==> src/rtl/zilla_lsu_agen_split_if.sv <==
// Data-memory port bundle between the load/store unit and the memory.
// Latency: none (wires only).
// Backpressure: request held by the LSU until mem_gnt_i; load data qualified by mem_rvalid_i.
interface zilla_lsu_agen_split_if #(
    parameter int DATA_WIDTH = 32
);
    localparam int NB = DATA_WIDTH / 8;

    logic                  mem_req_o;
    logic                  mem_we_o;
    logic [DATA_WIDTH-1:0] mem_addr_o;
    logic [NB-1:0]         mem_be_o;
    logic [DATA_WIDTH-1:0] mem_wdata_o;
    logic                  mem_gnt_i;
    logic                  mem_rvalid_i;
    logic [DATA_WIDTH-1:0] mem_rdata_i;

    // LSU side drives the request, memory side answers with grant/data.
    modport master (
        output mem_req_o, mem_we_o, mem_addr_o, mem_be_o, mem_wdata_o,
        input  mem_gnt_i, mem_rvalid_i, mem_rdata_i
    );

    modport slave (
        input  mem_req_o, mem_we_o, mem_addr_o, mem_be_o, mem_wdata_o,
        output mem_gnt_i, mem_rvalid_i, mem_rdata_i
    );
endinterface

==> src/rtl/zilla_lsu_agen_split.sv <==
// Load/store address generator and sequencer; splits word-crossing accesses into two beats.
// Latency: aligned load resp 3 cycles after accept, store 2; each extra beat +2 (load) / +1 (store).
// Backpressure: req_ready_o only in IDLE; memory request held until grant, WAIT states hold until rvalid.
module zilla_lsu_agen_split #(
    parameter int DATA_WIDTH     = 32,
    parameter int GPR_ADDR_WIDTH = 5,
    parameter bit SPLIT_EN       = 1'b1
) (
    input  logic                      addr_clk,
    input  logic                      addr_rst,
    input  logic                      wdt_reset_i,
    input  logic                      req_valid_i,
    output logic                      req_ready_o,
    input  logic [11:0]               alu_ctrl,
    input  logic [1:0]                fwd_sel_i,
    input  logic [DATA_WIDTH-1:0]     rs1_data,
    input  logic [DATA_WIDTH-1:0]     alu_data,
    input  logic [DATA_WIDTH-1:0]     mem_wb_data,
    input  logic [DATA_WIDTH-1:0]     wb_data,
    input  logic [DATA_WIDTH-1:0]     imm_val,
    input  logic [DATA_WIDTH-1:0]     st_data_i,
    input  logic [GPR_ADDR_WIDTH-1:0] rd_i,
    output logic [DATA_WIDTH-1:0]     agen_addr_o,
    zilla_lsu_agen_split_if.master    mem,
    output logic                      resp_valid_o,
    output logic [DATA_WIDTH-1:0]     ld_data_o,
    output logic [GPR_ADDR_WIDTH-1:0] rd_o,
    output logic                      misalign_exc_o,
    output logic                      illegal_exc_o,
    output logic [DATA_WIDTH-1:0]     exc_addr_o
);
    localparam int NB = DATA_WIDTH / 8;
    localparam int OW = $clog2(NB);

    typedef enum logic [2:0] {
        S_IDLE  = 3'd0,
        S_REQ0  = 3'd1,
        S_WAIT0 = 3'd2,
        S_REQ1  = 3'd3,
        S_WAIT1 = 3'd4,
        S_DONE  = 3'd5
    } state_t;

    state_t state_q, state_d;

    logic [DATA_WIDTH-1:0]     ea_q;
    logic [2:0]                f3_q;
    logic                      we_q;
    logic                      cross_q;
    logic [DATA_WIDTH-1:0]     st_q;
    logic [GPR_ADDR_WIDTH-1:0] rd_q;
    logic [DATA_WIDTH-1:0]     rdat0_q;
    logic [DATA_WIDTH-1:0]     rdat1_q;
    logic                      misalign_q;
    logic                      illegal_q;
    logic [DATA_WIDTH-1:0]     exc_addr_q;

    logic [DATA_WIDTH-1:0]     operand_c;
    logic [DATA_WIDTH-1:0]     ea_c;
    logic [2:0]                f3_c;
    logic                      is_ld_c;
    logic                      is_st_c;
    logic                      illegal_c;
    logic [OW-1:0]             off_c;
    logic [3:0]                sz_c;
    logic [4:0]                end_c;
    logic                      cross_c;
    logic                      misalign_c;
    logic                      accept;
    logic                      go_c;

    // Operand forwarding mux and effective address.
    always_comb begin
        operand_c = rs1_data;
        case (fwd_sel_i)
            2'd0:    operand_c = rs1_data;
            2'd1:    operand_c = alu_data;
            2'd2:    operand_c = mem_wb_data;
            default: operand_c = wb_data;
        endcase
    end

    assign ea_c        = operand_c + imm_val;
    assign agen_addr_o = ea_c;

    // Opcode decode, legality and word-crossing detection for the incoming request.
    always_comb begin
        f3_c      = alu_ctrl[9:7];
        is_ld_c   = (alu_ctrl[6:0] == 7'b0000011);
        is_st_c   = (alu_ctrl[6:0] == 7'b0100011);
        illegal_c = (alu_ctrl[11:10] != 2'b00)
                  | !(is_ld_c | is_st_c)
                  | (f3_c == 3'b111)
                  | (is_st_c & f3_c[2])
                  | ((DATA_WIDTH == 32) && (f3_c[1:0] == 2'b11));
        off_c      = ea_c[OW-1:0];
        sz_c       = 4'd1 << f3_c[1:0];
        end_c      = 5'(off_c) + 5'(sz_c);
        cross_c    = (end_c > 5'(NB));
        misalign_c = cross_c && !SPLIT_EN && !illegal_c;
    end

    assign req_ready_o = (state_q == S_IDLE);
    assign accept      = req_valid_i & req_ready_o;
    assign go_c        = accept & !illegal_c & !misalign_c;

    // Sequencer next-state logic.
    always_comb begin
        state_d = state_q;
        case (state_q)
            S_IDLE:  if (go_c) state_d = S_REQ0;
            S_REQ0:  if (mem.mem_gnt_i) begin
                         if (!we_q)        state_d = S_WAIT0;
                         else if (cross_q) state_d = S_REQ1;
                         else              state_d = S_DONE;
                     end
            S_WAIT0: if (mem.mem_rvalid_i) state_d = cross_q ? S_REQ1 : S_DONE;
            S_REQ1:  if (mem.mem_gnt_i)    state_d = we_q ? S_DONE : S_WAIT1;
            S_WAIT1: if (mem.mem_rvalid_i) state_d = S_DONE;
            S_DONE:  state_d = S_IDLE;
            default: state_d = S_IDLE;
        endcase
    end

    // State register; watchdog clear drops any in-flight access.
    always_ff @(posedge addr_clk or negedge addr_rst) begin
        if (!addr_rst) begin
            state_q <= S_IDLE;
        end else if (wdt_reset_i) begin
            state_q <= S_IDLE;
        end else begin
            state_q <= state_d;
        end
    end

    // Request capture, load beat capture and exception pulses.
    always_ff @(posedge addr_clk or negedge addr_rst) begin
        if (!addr_rst) begin
            ea_q       <= '0;
            f3_q       <= '0;
            we_q       <= 1'b0;
            cross_q    <= 1'b0;
            st_q       <= '0;
            rd_q       <= '0;
            rdat0_q    <= '0;
            rdat1_q    <= '0;
            misalign_q <= 1'b0;
            illegal_q  <= 1'b0;
            exc_addr_q <= '0;
        end else if (wdt_reset_i) begin
            ea_q       <= '0;
            f3_q       <= '0;
            we_q       <= 1'b0;
            cross_q    <= 1'b0;
            st_q       <= '0;
            rd_q       <= '0;
            rdat0_q    <= '0;
            rdat1_q    <= '0;
            misalign_q <= 1'b0;
            illegal_q  <= 1'b0;
            exc_addr_q <= '0;
        end else begin
            misalign_q <= accept & misalign_c;
            illegal_q  <= accept & illegal_c;
            if (accept & (illegal_c | misalign_c)) begin
                exc_addr_q <= ea_c;
            end
            if (go_c) begin
                ea_q    <= ea_c;
                f3_q    <= f3_c;
                we_q    <= is_st_c;
                cross_q <= cross_c;
                st_q    <= st_data_i;
                rd_q    <= rd_i;
            end
            if ((state_q == S_WAIT0) && mem.mem_rvalid_i) begin
                rdat0_q <= mem.mem_rdata_i;
            end
            if ((state_q == S_WAIT1) && mem.mem_rvalid_i) begin
                rdat1_q <= mem.mem_rdata_i;
            end
        end
    end

    logic [OW-1:0]             off_q;
    logic [3:0]                sz_q;
    logic [2*NB-1:0]           be_base;
    logic [2*NB-1:0]           be_wide;
    logic [2*DATA_WIDTH-1:0]   wd_wide;
    logic [DATA_WIDTH-1:0]     base_addr;
    logic                      beat1;

    assign off_q = ea_q[OW-1:0];
    assign sz_q  = 4'd1 << f3_q[1:0];

    // Beat lane mapping: a double-width mask/data window split across the two words.
    always_comb begin
        be_base = '0;
        for (int i = 0; i < 2 * NB; i++) begin
            be_base[i] = (i < int'(sz_q));
        end
        be_wide   = be_base << off_q;
        wd_wide   = {{DATA_WIDTH{1'b0}}, st_q} << {off_q, 3'b000};
        base_addr = {ea_q[DATA_WIDTH-1:OW], {OW{1'b0}}};
        beat1     = (state_q == S_REQ1) || (state_q == S_WAIT1);
    end

    assign mem.mem_req_o   = (state_q == S_REQ0) || (state_q == S_REQ1);
    assign mem.mem_we_o    = we_q;
    assign mem.mem_addr_o  = beat1 ? (base_addr + DATA_WIDTH'(NB)) : base_addr;
    assign mem.mem_be_o    = beat1 ? be_wide[2*NB-1:NB] : be_wide[NB-1:0];
    assign mem.mem_wdata_o = beat1 ? wd_wide[2*DATA_WIDTH-1:DATA_WIDTH] : wd_wide[DATA_WIDTH-1:0];

    logic [2*DATA_WIDTH-1:0] ld_wide;
    logic [DATA_WIDTH-1:0]   ld_raw;
    logic [DATA_WIDTH-1:0]   ld_ext;
    logic                    sgn;
    logic                    fill;

    // Load assembly: shift the two beats down by the offset, then extend above sz bytes.
    always_comb begin
        ld_wide = {rdat1_q, rdat0_q} >> {off_q, 3'b000};
        ld_raw  = ld_wide[DATA_WIDTH-1:0];
        sgn     = 1'b0;
        for (int k = 0; k < NB; k++) begin
            if (k == int'(sz_q) - 1) sgn = ld_raw[8*k+7];
        end
        fill   = (!f3_q[2] && (int'(sz_q) < NB)) ? sgn : 1'b0;
        ld_ext = '0;
        for (int k = 0; k < NB; k++) begin
            ld_ext[8*k +: 8] = (k < int'(sz_q)) ? ld_raw[8*k +: 8] : {8{fill}};
        end
    end

    assign resp_valid_o   = (state_q == S_DONE);
    assign ld_data_o      = ld_ext;
    assign rd_o           = rd_q;
    assign misalign_exc_o = misalign_q;
    assign illegal_exc_o  = illegal_q;
    assign exc_addr_o     = exc_addr_q;

endmodule

==> src/flat_wrapper.sv <==
// flat-port wrapper written by rule: the top's interface ports become plain ports
module zilla_lsu_agen_split_flat 
#(
    parameter int DATA_WIDTH     = 32,
    parameter int GPR_ADDR_WIDTH = 5,
    parameter bit SPLIT_EN       = 1'b1
)
  (addr_clk, addr_rst, wdt_reset_i, req_valid_i, req_ready_o, alu_ctrl, fwd_sel_i, rs1_data, alu_data, mem_wb_data, wb_data, imm_val, st_data_i, rd_i, agen_addr_o, resp_valid_o, ld_data_o, rd_o, misalign_exc_o, illegal_exc_o, exc_addr_o, mem_mem_req_o, mem_mem_we_o, mem_mem_addr_o, mem_mem_be_o, mem_mem_wdata_o, mem_mem_gnt_i, mem_mem_rvalid_i, mem_mem_rdata_i);
  zilla_lsu_agen_split_if #(.DATA_WIDTH(DATA_WIDTH)) mem_i ();
  input  logic addr_clk;
  input  logic addr_rst;
  input  logic wdt_reset_i;
  input  logic req_valid_i;
  output logic req_ready_o;
  input  logic [11:0] alu_ctrl;
  input  logic [1:0] fwd_sel_i;
  input  logic [DATA_WIDTH-1:0] rs1_data;
  input  logic [DATA_WIDTH-1:0] alu_data;
  input  logic [DATA_WIDTH-1:0] mem_wb_data;
  input  logic [DATA_WIDTH-1:0] wb_data;
  input  logic [DATA_WIDTH-1:0] imm_val;
  input  logic [DATA_WIDTH-1:0] st_data_i;
  input  logic [GPR_ADDR_WIDTH-1:0] rd_i;
  output logic [DATA_WIDTH-1:0] agen_addr_o;
  output logic resp_valid_o;
  output logic [DATA_WIDTH-1:0] ld_data_o;
  output logic [GPR_ADDR_WIDTH-1:0] rd_o;
  output logic misalign_exc_o;
  output logic illegal_exc_o;
  output logic [DATA_WIDTH-1:0] exc_addr_o;
  output wire logic [$bits(mem_i.mem_req_o)-1:0] mem_mem_req_o;
  output wire logic [$bits(mem_i.mem_we_o)-1:0] mem_mem_we_o;
  output wire logic [$bits(mem_i.mem_addr_o)-1:0] mem_mem_addr_o;
  output wire logic [$bits(mem_i.mem_be_o)-1:0] mem_mem_be_o;
  output wire logic [$bits(mem_i.mem_wdata_o)-1:0] mem_mem_wdata_o;
  input wire logic [$bits(mem_i.mem_gnt_i)-1:0] mem_mem_gnt_i;
  input wire logic [$bits(mem_i.mem_rvalid_i)-1:0] mem_mem_rvalid_i;
  input wire logic [$bits(mem_i.mem_rdata_i)-1:0] mem_mem_rdata_i;
  assign mem_mem_req_o = mem_i.mem_req_o;
  assign mem_mem_we_o = mem_i.mem_we_o;
  assign mem_mem_addr_o = mem_i.mem_addr_o;
  assign mem_mem_be_o = mem_i.mem_be_o;
  assign mem_mem_wdata_o = mem_i.mem_wdata_o;
  assign mem_i.mem_gnt_i = mem_mem_gnt_i;
  assign mem_i.mem_rvalid_i = mem_mem_rvalid_i;
  assign mem_i.mem_rdata_i = mem_mem_rdata_i;
  zilla_lsu_agen_split #(.DATA_WIDTH(DATA_WIDTH), .GPR_ADDR_WIDTH(GPR_ADDR_WIDTH), .SPLIT_EN(SPLIT_EN)) u_core (.addr_clk(addr_clk), .addr_rst(addr_rst), .wdt_reset_i(wdt_reset_i), .req_valid_i(req_valid_i), .req_ready_o(req_ready_o), .alu_ctrl(alu_ctrl), .fwd_sel_i(fwd_sel_i), .rs1_data(rs1_data), .alu_data(alu_data), .mem_wb_data(mem_wb_data), .wb_data(wb_data), .imm_val(imm_val), .st_data_i(st_data_i), .rd_i(rd_i), .agen_addr_o(agen_addr_o), .mem(mem_i), .resp_valid_o(resp_valid_o), .ld_data_o(ld_data_o), .rd_o(rd_o), .misalign_exc_o(misalign_exc_o), .illegal_exc_o(illegal_exc_o), .exc_addr_o(exc_addr_o));
endmodule
==> config.mk <==
export PLATFORM = sky130hd
export DESIGN_NAME = zilla_lsu_agen_split_flat
export DESIGN_NICKNAME = d
export VERILOG_FILES = /design/src/rtl/zilla_lsu_agen_split_if.sv /design/src/rtl/zilla_lsu_agen_split.sv /design/src/flat_wrapper.sv
export SDC_FILE = /design/constraint.sdc
export NUM_CORES = 1
export LEC_CHECK = 0
export ABC_AREA = 1
export BUFFER_PORTS_ARGS = -buffer_cell sky130_fd_sc_hd__buf_2
export CAP_MARGIN = 25
export CORE_AREA = 2 2 164 166
export DETAILED_ROUTE_END_ITERATION = 10
export DIE_AREA = 0 0 166 168
export GPL_TIMING_DRIVEN = 0
export MAX_ROUTING_LAYER = met4
export PLACE_DENSITY_LB_ADDON = 0.1
export SLEW_MARGIN = 20
export SYNTH_ARGS = -nofsm -noshare
export SYNTH_HDL_FRONTEND = slang
export SYNTH_SLANG_ARGS = --single-unit
==> constraint.sdc <==
create_clock -name addr_clk -period 3.4 [get_ports addr_clk]
set_input_delay 0.34 -clock addr_clk [delete_from_list [all_inputs] [get_ports addr_clk]]
set_output_delay 0.34 -clock addr_clk [all_outputs]
set_load 0.005 [all_outputs]
==> metrics.txt, run 1 <==
clock root buffer=clkbuf_16; Wirelength per Cell=19.2 um; reg2reg setup slack=1.13 ns; layout cells sized above 1=23.3%; TritonRoute pass-1 iters=6; htree depth=4; power density over the cells=458 nW/um^2; Yosys cell types=45; initial antenna violation count=4; reg2reg start=u_core.state_q[1]; synthesized area=12,600 um^2; Synth warnings=0; Core Region=26,400 um^2; Num CTS Buffers=17; Fmax=308 MHz; number of port buffers=419; Clock Skews=0.0152 ns; Tcrit/Tclk final=95.3%; starting density of the core=48.0%; final core utilization=60.4%; first-pass GRT wire length=81,100 um; Area Growth Syn to Fin=25.9%; final HPWL from detailed placement=40,900 um; final setup TNS=0 ns; R2R depth=8; Worst Path Class, Setup=input pin to output pin; clk slew on worst S/H paths=0.09 ns; GR Overflow Total=0; crit path DAT=2.90 ns; vias in the first global route=14,903; cell mode on critical path=nand2_1; clock sinks=166; Critical Path RT=3.06 ns; # nets final=2,662; Tmin final=3.24 ns; CTS Buffer Depth=2; average cell area after synthesis=6.54 um^2; Placement Rows=60; antenna viol nets, final=0; fill cell count=2,649; biggest area consumer among synthesized cells=dfrtp_1; DR iter-0 viols=1,629; CP startpoint=fwd_sel_i[0]; #FFs+latches synth=166; CP Capture Point=agen_addr_o[23]; Crit. End Element=output pin; Cells after Synth=1,932; status=completed; RR Endpoint=u_core.ea_q[17]; Rel. slew slack=42.8%; pin count of the biggest net entering global routing=97; largest cells by area after synthesis=dfrtp_1 (33%), nand2_1 (18%), o21ai_0 (9.7%); Placer Congestion=0.981; Final Hold Viols=0; RSZ-0062 raised after global routing=true; max-cap violation count=0; final wirelength=52,400 um; vias per inst=5.54; final slew viol count=0; DRC Markers=0; routed vias=15,146; CP peak stage delay=0.37 ns; worst skew pair latency=0.44 ns; Hold Path Class=input pin to flip-flop; VDD IR-drop max=0.382 mV; overall global routing resource usage=38.2%; register area share after synthesis=32.9%; slowest CP cell=ha_1; worst-path cell chain=buf_2, nand2_1, buf_2, o21ai_1, inv_1, ha_1, nand2_1, nor2_1, nand3_1, nand2_1, nand2_1, nand2_1, nand2_1, nand2_1, nand2_1, nand2_1, buf_2; CTS tree=yes; CP Launch Type=input pin; Synth Flop Type=dfrtp_1; Top Ports=424; worst-path fanout max=10; die area=27,900 um^2; Worst-Margin Slew=0.858 ns; EDFF count, synth=0; Die Width=166 um; # setup viols final=0; Synth top area share=32.9%; fraction of registers with async set/reset=100%; Chip Height=168 um; leakage power=0.00887 uW
logic make-up (layout without fill, tap and decap cells):
group	count (synthesis)	count (layout)	synth area share [%]
xor+xnor	40	40	2.77
compound gates	402	402	17.6
fa+ha+maj	38	38	3.88
other cells	1	8	0.0297
mux	26	26	2.31
flops	166	166	32.9
simple gates	886	886	28.9
buf+inv	373	827	11.6
worst min-delay path by stage:
| stage | end | from | cells past startpoint | slack, ns |
|---|---|---|---|---|
| 5_1_grt | u_core.st_q[1] | st_data_i[1] | 3 | 0.11 |
| 3_5_place_dp | u_core.rdat1_q[20] | addr_rst | 1 | 0.34 |
| 4_1_cts | u_core.st_q[19] | st_data_i[19] | 3 | 0.09 |
| 6_report | u_core.st_q[19] | st_data_i[19] | 3 | 0.1 |
| 2_1_floorplan | u_core.cross_q | addr_rst | 0 | 0.04 |
| 3_3_place_gp | u_core.exc_addr_o[26] | u_core.exc_addr_o[26] | 2 | 0.46 |
area by class of cell:
type,count,area (um^2),share of cell area [%]
sequential,166,4150,26.1
inverter,282,1060,6.65
timing repair buffer,422,2150,13.5
clock buffer,18,429,2.70
antenna,5,12.5,0.0786
buffer,91,435,2.74
tap,341,427,2.68
clock inverter,14,154,0.967
multi-input combinational,1395,7090,44.6
power breakdown:
part / internal [uW] / total [uW] / switching (uW)
clock: 987 / 1970 / 986
sequential: 2260 / 2490 / 230
combinational: 996 / 2840 / 1840
metrics by stage:
step                setup WS, ns  hold slack [ns]  cell area (um^2)  power, uW  instances
CTS                      0.00227           0.0927             15800       7220       2728
floorplan                  0.711           0.0444             12700       3960       1934
detailed placement        -0.181            0.342             15200       5250       2695
global placement          -0.654            0.463             15200       5230       2694
global route             -0.0266            0.109             15900       7680       2733
finish                     0.158           0.0956             15900       7300       2734
synthesized netlist by cell type (all sizes together) (31+ instances only):
library cell / count
xor2: 37
nand2: 602
inv: 280
o22ai: 31
dfrtp: 166
o21ai: 245
buf: 33
clkbuf: 58
nor2: 107
ha: 36
a21oi: 68
nand3: 127
metal layers:
layer  GRT usage [%]  vias up  part of all wire [%]
li1                -     7114                     -
met1            46.8     7078                    41
met2            62.3      810                    47
met3            7.71      144                   8.8
met4            15.0        0                   3.7
met5               -        -                     0
critical path: cells and delay by family:
family	cells	cell delay, ns
AND/OR/NAND/NOR	11	1.28
buffers and inverters	4	0.65
adder cells (fa/ha/maj)	1	0.37
AO/OA/AOI/OAI	1	0.26
state kept, by name, summed over array words and instances (netlist names):
register              flops
u_core.rdat1_q           24
u_core.st_q              32
u_core.f3_q               3
u_core.mem.mem_we_o       1
u_core.ea_q              32
u_core.rd_o               5
u_core.state_q            3
u_core.exc_addr_o        32
u_core.rdat0_q           32
u_core.illegal_exc_o      1
u_core.cross_q            1
cell usage in the layout, fill, tap and decap left out, drive strengths merged, types with 5 or more instances in the layout:
cell and count:
a22oi 9, nand2 602, buf 458, nand3b 6, xor2 37, a22o 19, o22ai 31, o211ai 5
clkbuf 72, nand3 127, clkinv 7, and2 6, a21oi 68, a21boi 8, nor3 19, nand4 16
o21ai 245, ha 36, diode 5, nor2 107, inv 288, dfrtp 166, o311ai 7, mux2 25
timing repair:
| action | in CTS | in global routing |
|---|---|---|
| hold buffers | 1 | 0 |
| gates cloned | 0 | 0 |
| setup endpoints to repair | 18 | 28 |
| gates resized for setup | 10 | 48 |
| setup buffers | 0 | 1 |
| endpoints found under the hold margin | 70 | 0 |
| pin swaps | 0 | 1 |
Note: power is estimated with default switching activity, not from simulation.
==> run 2: changes to the inputs <==
--- a/config.mk
+++ b/config.mk
@@ -6,14 +6,15 @@
 export NUM_CORES = 1
 export LEC_CHECK = 0
 export ABC_AREA = 1
-export BUFFER_PORTS_ARGS = -buffer_cell sky130_fd_sc_hd__buf_2
 export CAP_MARGIN = 25
-export CORE_AREA = 2 2 164 166
+export CORE_AREA = 2 2 165 167
 export DETAILED_ROUTE_END_ITERATION = 10
-export DIE_AREA = 0 0 166 168
+export DIE_AREA = 0 0 167 169
+export DONT_BUFFER_PORTS = 1
 export GPL_TIMING_DRIVEN = 0
 export MAX_ROUTING_LAYER = met4
 export PLACE_DENSITY_LB_ADDON = 0.1
+export SKIP_CTS_REPAIR_TIMING = 1
 export SLEW_MARGIN = 20
 export SYNTH_ARGS = -nofsm -noshare
 export SYNTH_HDL_FRONTEND = slang
==> metrics.txt, run 2 (synthesis gave the netlist of run 1 again) <==
status=finished with violations (was completed); Placer Congestion=0.958 (was 0.981); Hold Path Class=input pin to asynchronous set/reset pin (was input pin to flip-flop); CP startpoint=u_core.ea_q[0] (was fwd_sel_i[0]); DRC Markers=0 (unchanged); Chip Height=169 um (was 168 um); DR iter-0 viols=1,184 (was 1,629); hold slack=-0.415 ns (was 0.0956 ns); worst-path cell chain=buf_2, inv_1, clkbuf_1, clkbuf_1, nand2_1, o22ai_1 (was buf_2, nand2_1, buf_2, o21ai_1, inv_1, ha_1, nand2_1, nor2_1, nand3_1, nand2_1, nand2_1, nand2_1, nand2_1, nand2_1, nand2_1, nand2_1, buf_2); GRT Max-Usage Layer=met2 (unchanged); # setup viols final=0 (unchanged); Core Region=26,500 um^2 (was 26,400 um^2); Area Growth Syn to Fin=8.45% (was 25.9%); Pwr Total=6760 uW (was 7300 uW); final wirelength=49,200 um (was 52,400 um); Clock Power Share=29.7% (was 27.0%); final HPWL from detailed placement=38,400 um (was 40,900 um); failing checks=hold timing; Worst-Margin Slew=0.988 ns (was 0.858 ns); Num CTS Buffers=17 (unchanged); # nets final=2,240 (was 2,662); first-pass GRT wire length=75,000 um (was 81,100 um); Top Family by Delay on Critical Path=buffers and inverters (was simple AND/OR/NAND/NOR gates); Crit. End Element=output pin (unchanged); CTS tree=yes (unchanged); number of port buffers=0 (was 419); clock sinks=166 (unchanged); Final Cell Area=13,700 um^2 (was 15,900 um^2); htree depth=4 (unchanged); clk slew on worst S/H paths=0.08 ns (was 0.09 ns); GRT met3 Usage=11.9% (was 7.71%); routed vias=13,334 (was 15,146); die area=28,200 um^2 (was 27,900 um^2); Final Hold Viols=166 (was 0); clock root buffer=clkbuf_16 (unchanged); met1 Track Usage GR=41.9% (was 46.8%); cell mode on critical path=clkbuf_1 (was nand2_1); Rel. slew slack=33.3% (was 42.8%); Placement Rows=60 (unchanged); worst path bufs/invs=4 (unchanged); Fmax=313 MHz (was 308 MHz); Tmin final=3.20 ns (was 3.24 ns); worst skew pair latency=0.44 ns (about the same); NetSw=2810 uW (was 3060 uW); final slew viol count=0 (unchanged); power density over the cells=493 nW/um^2 (was 458 nW/um^2); Worst path depth=6 (was 17); final setup TNS=0 ns (unchanged); initial antenna violation count=1 (was 4); RR Endpoint=u_core.st_q[1] (was u_core.ea_q[17]); RSZ-0062 raised after global routing=false (was true); pin count of the biggest net entering global routing=167 (was 97); Clock Skews=0.0106 ns (was 0.0152 ns); overall global routing resource usage=35.3% (was 38.2%); vias per inst=5.78 (was 5.54); most frequent cells in the layout=nand2_1 (596), inv_1 (278), o21ai_0 (244), dfrtp_1 (166), nand3_1 (126) (was nand2_1 (596), buf_2 (449), inv_1 (278), o21ai_0 (233), dfrtp_1 (166)); layout cells sized above 1=5.95% (was 23.3%); commonest non-fill, non-tap cell in the layout=nand2_1 (unchanged); GR Overflow Total=0 (unchanged); Worst Path Class, Setup=flip-flop to output pin (was input pin to output pin); R2R depth=8 (unchanged); Reg power frac=37.5% (was 34.1%); antenna viol nets, final=0 (unchanged); CP Launch Type=flip-flop (was input pin); Comb power frac=32.8% (was 38.9%); Tcrit/Tclk final=94.0% (was 95.3%); reg2reg start=u_core.state_q[1] (unchanged); worst-path fanout max=10 (unchanged); Power Internal=3950 uW (was 4240 uW); vias in the first global route=13,005 (was 14,903); slowest CP cell=clkbuf_1 (was ha_1); starting density of the core=47.7% (was 48.0%); Top Ports=424 (unchanged); leakage power=0.00700 uW (was 0.00887 uW); crit path DAT=2.86 ns (was 2.90 ns); CTS Buffer Depth=2 (unchanged); TritonRoute pass-1 iters=5 (was 6); VDD IR-drop max=0.412 mV (was 0.382 mV); Critical Path RT=3.06 ns (about the same); Wirelength per Cell=21.3 um (was 19.2 um); routing usage on met2=56.7% (was 62.3%); reg2reg setup slack=1.21 ns (was 1.13 ns); Die Width=167 um (was 166 um); CP peak stage delay=0.52 ns (was 0.37 ns); max-cap violation count=0 (unchanged); sw frac=41.5% (was 41.9%); area post-placement=13,100 um^2 (was 15,200 um^2); CP Capture Point=mem_mem_wdata_o[0] (was agen_addr_o[23])
[run 2: cell types whose count changed in the layout (fill, tap and decap cells not counted), moves of 3 or more]
cell / change
buf_2: -422
clkbuf_1: +9
clkbuf_2: -3
clkbuf_4: -3
diode_2: -4
o21ai_0: +11
o21ai_1: -10
[run 2: stage by stage]
step                utilization, %  hold slack [ns]  instances  setup WS, ns
finish                        51.7           -0.415       2308         0.205
global placement              49.3           0.0481       2275        0.0397
detailed placement            49.3           0.0487       2275        0.0570
CTS                           51.6           -0.423       2307        0.0486
floorplan                        -           0.0444       1934         0.711
global route                  51.7           -0.430       2308      0.000969
[run 2: how the worst min path moves through the flow]
stage          startpoint            endpoint  depth (start not counted)
6_report         addr_rst  u_core.rdat1_q[20]                          0
5_1_grt          addr_rst  u_core.rdat1_q[20]                          0
4_1_cts          addr_rst  u_core.rdat1_q[20]                          0
3_5_place_dp     addr_rst  u_core.rdat1_q[20]                          0
3_3_place_gp     addr_rst  u_core.rdat0_q[20]                          0
2_1_floorplan    addr_rst      u_core.cross_q                          0
[run 2: routing by layer]
metal,vias to the layer above,wire length [um]
met5,-,0
met4,0,1570
met3,110,5130
met2,653,22600
met1,6307,19900
li1,6264,-
[run 2: cell type report]
class                           count  area (um^2)
Buffer                             91          415
Tap cell                          341          427
Antenna cell                        1         2.50
Clock inverter                     14          161
Inverter                          282         1060
Clock buffer                       18          439
Sequential cell                   166         4150
Fill cell                        2797        12800
Multi-Input combinational cell   1395         7050
[run 2: power by group through the flow]
stage,clock network (uW),logic (uW),registers [uW]
floorplan,0,1500,2450
global placement,0,2160,2560
detailed placement,0,2190,2560
CTS,2020,2190,2530
global route,2090,2480,2570
finish,2010,2210,2540
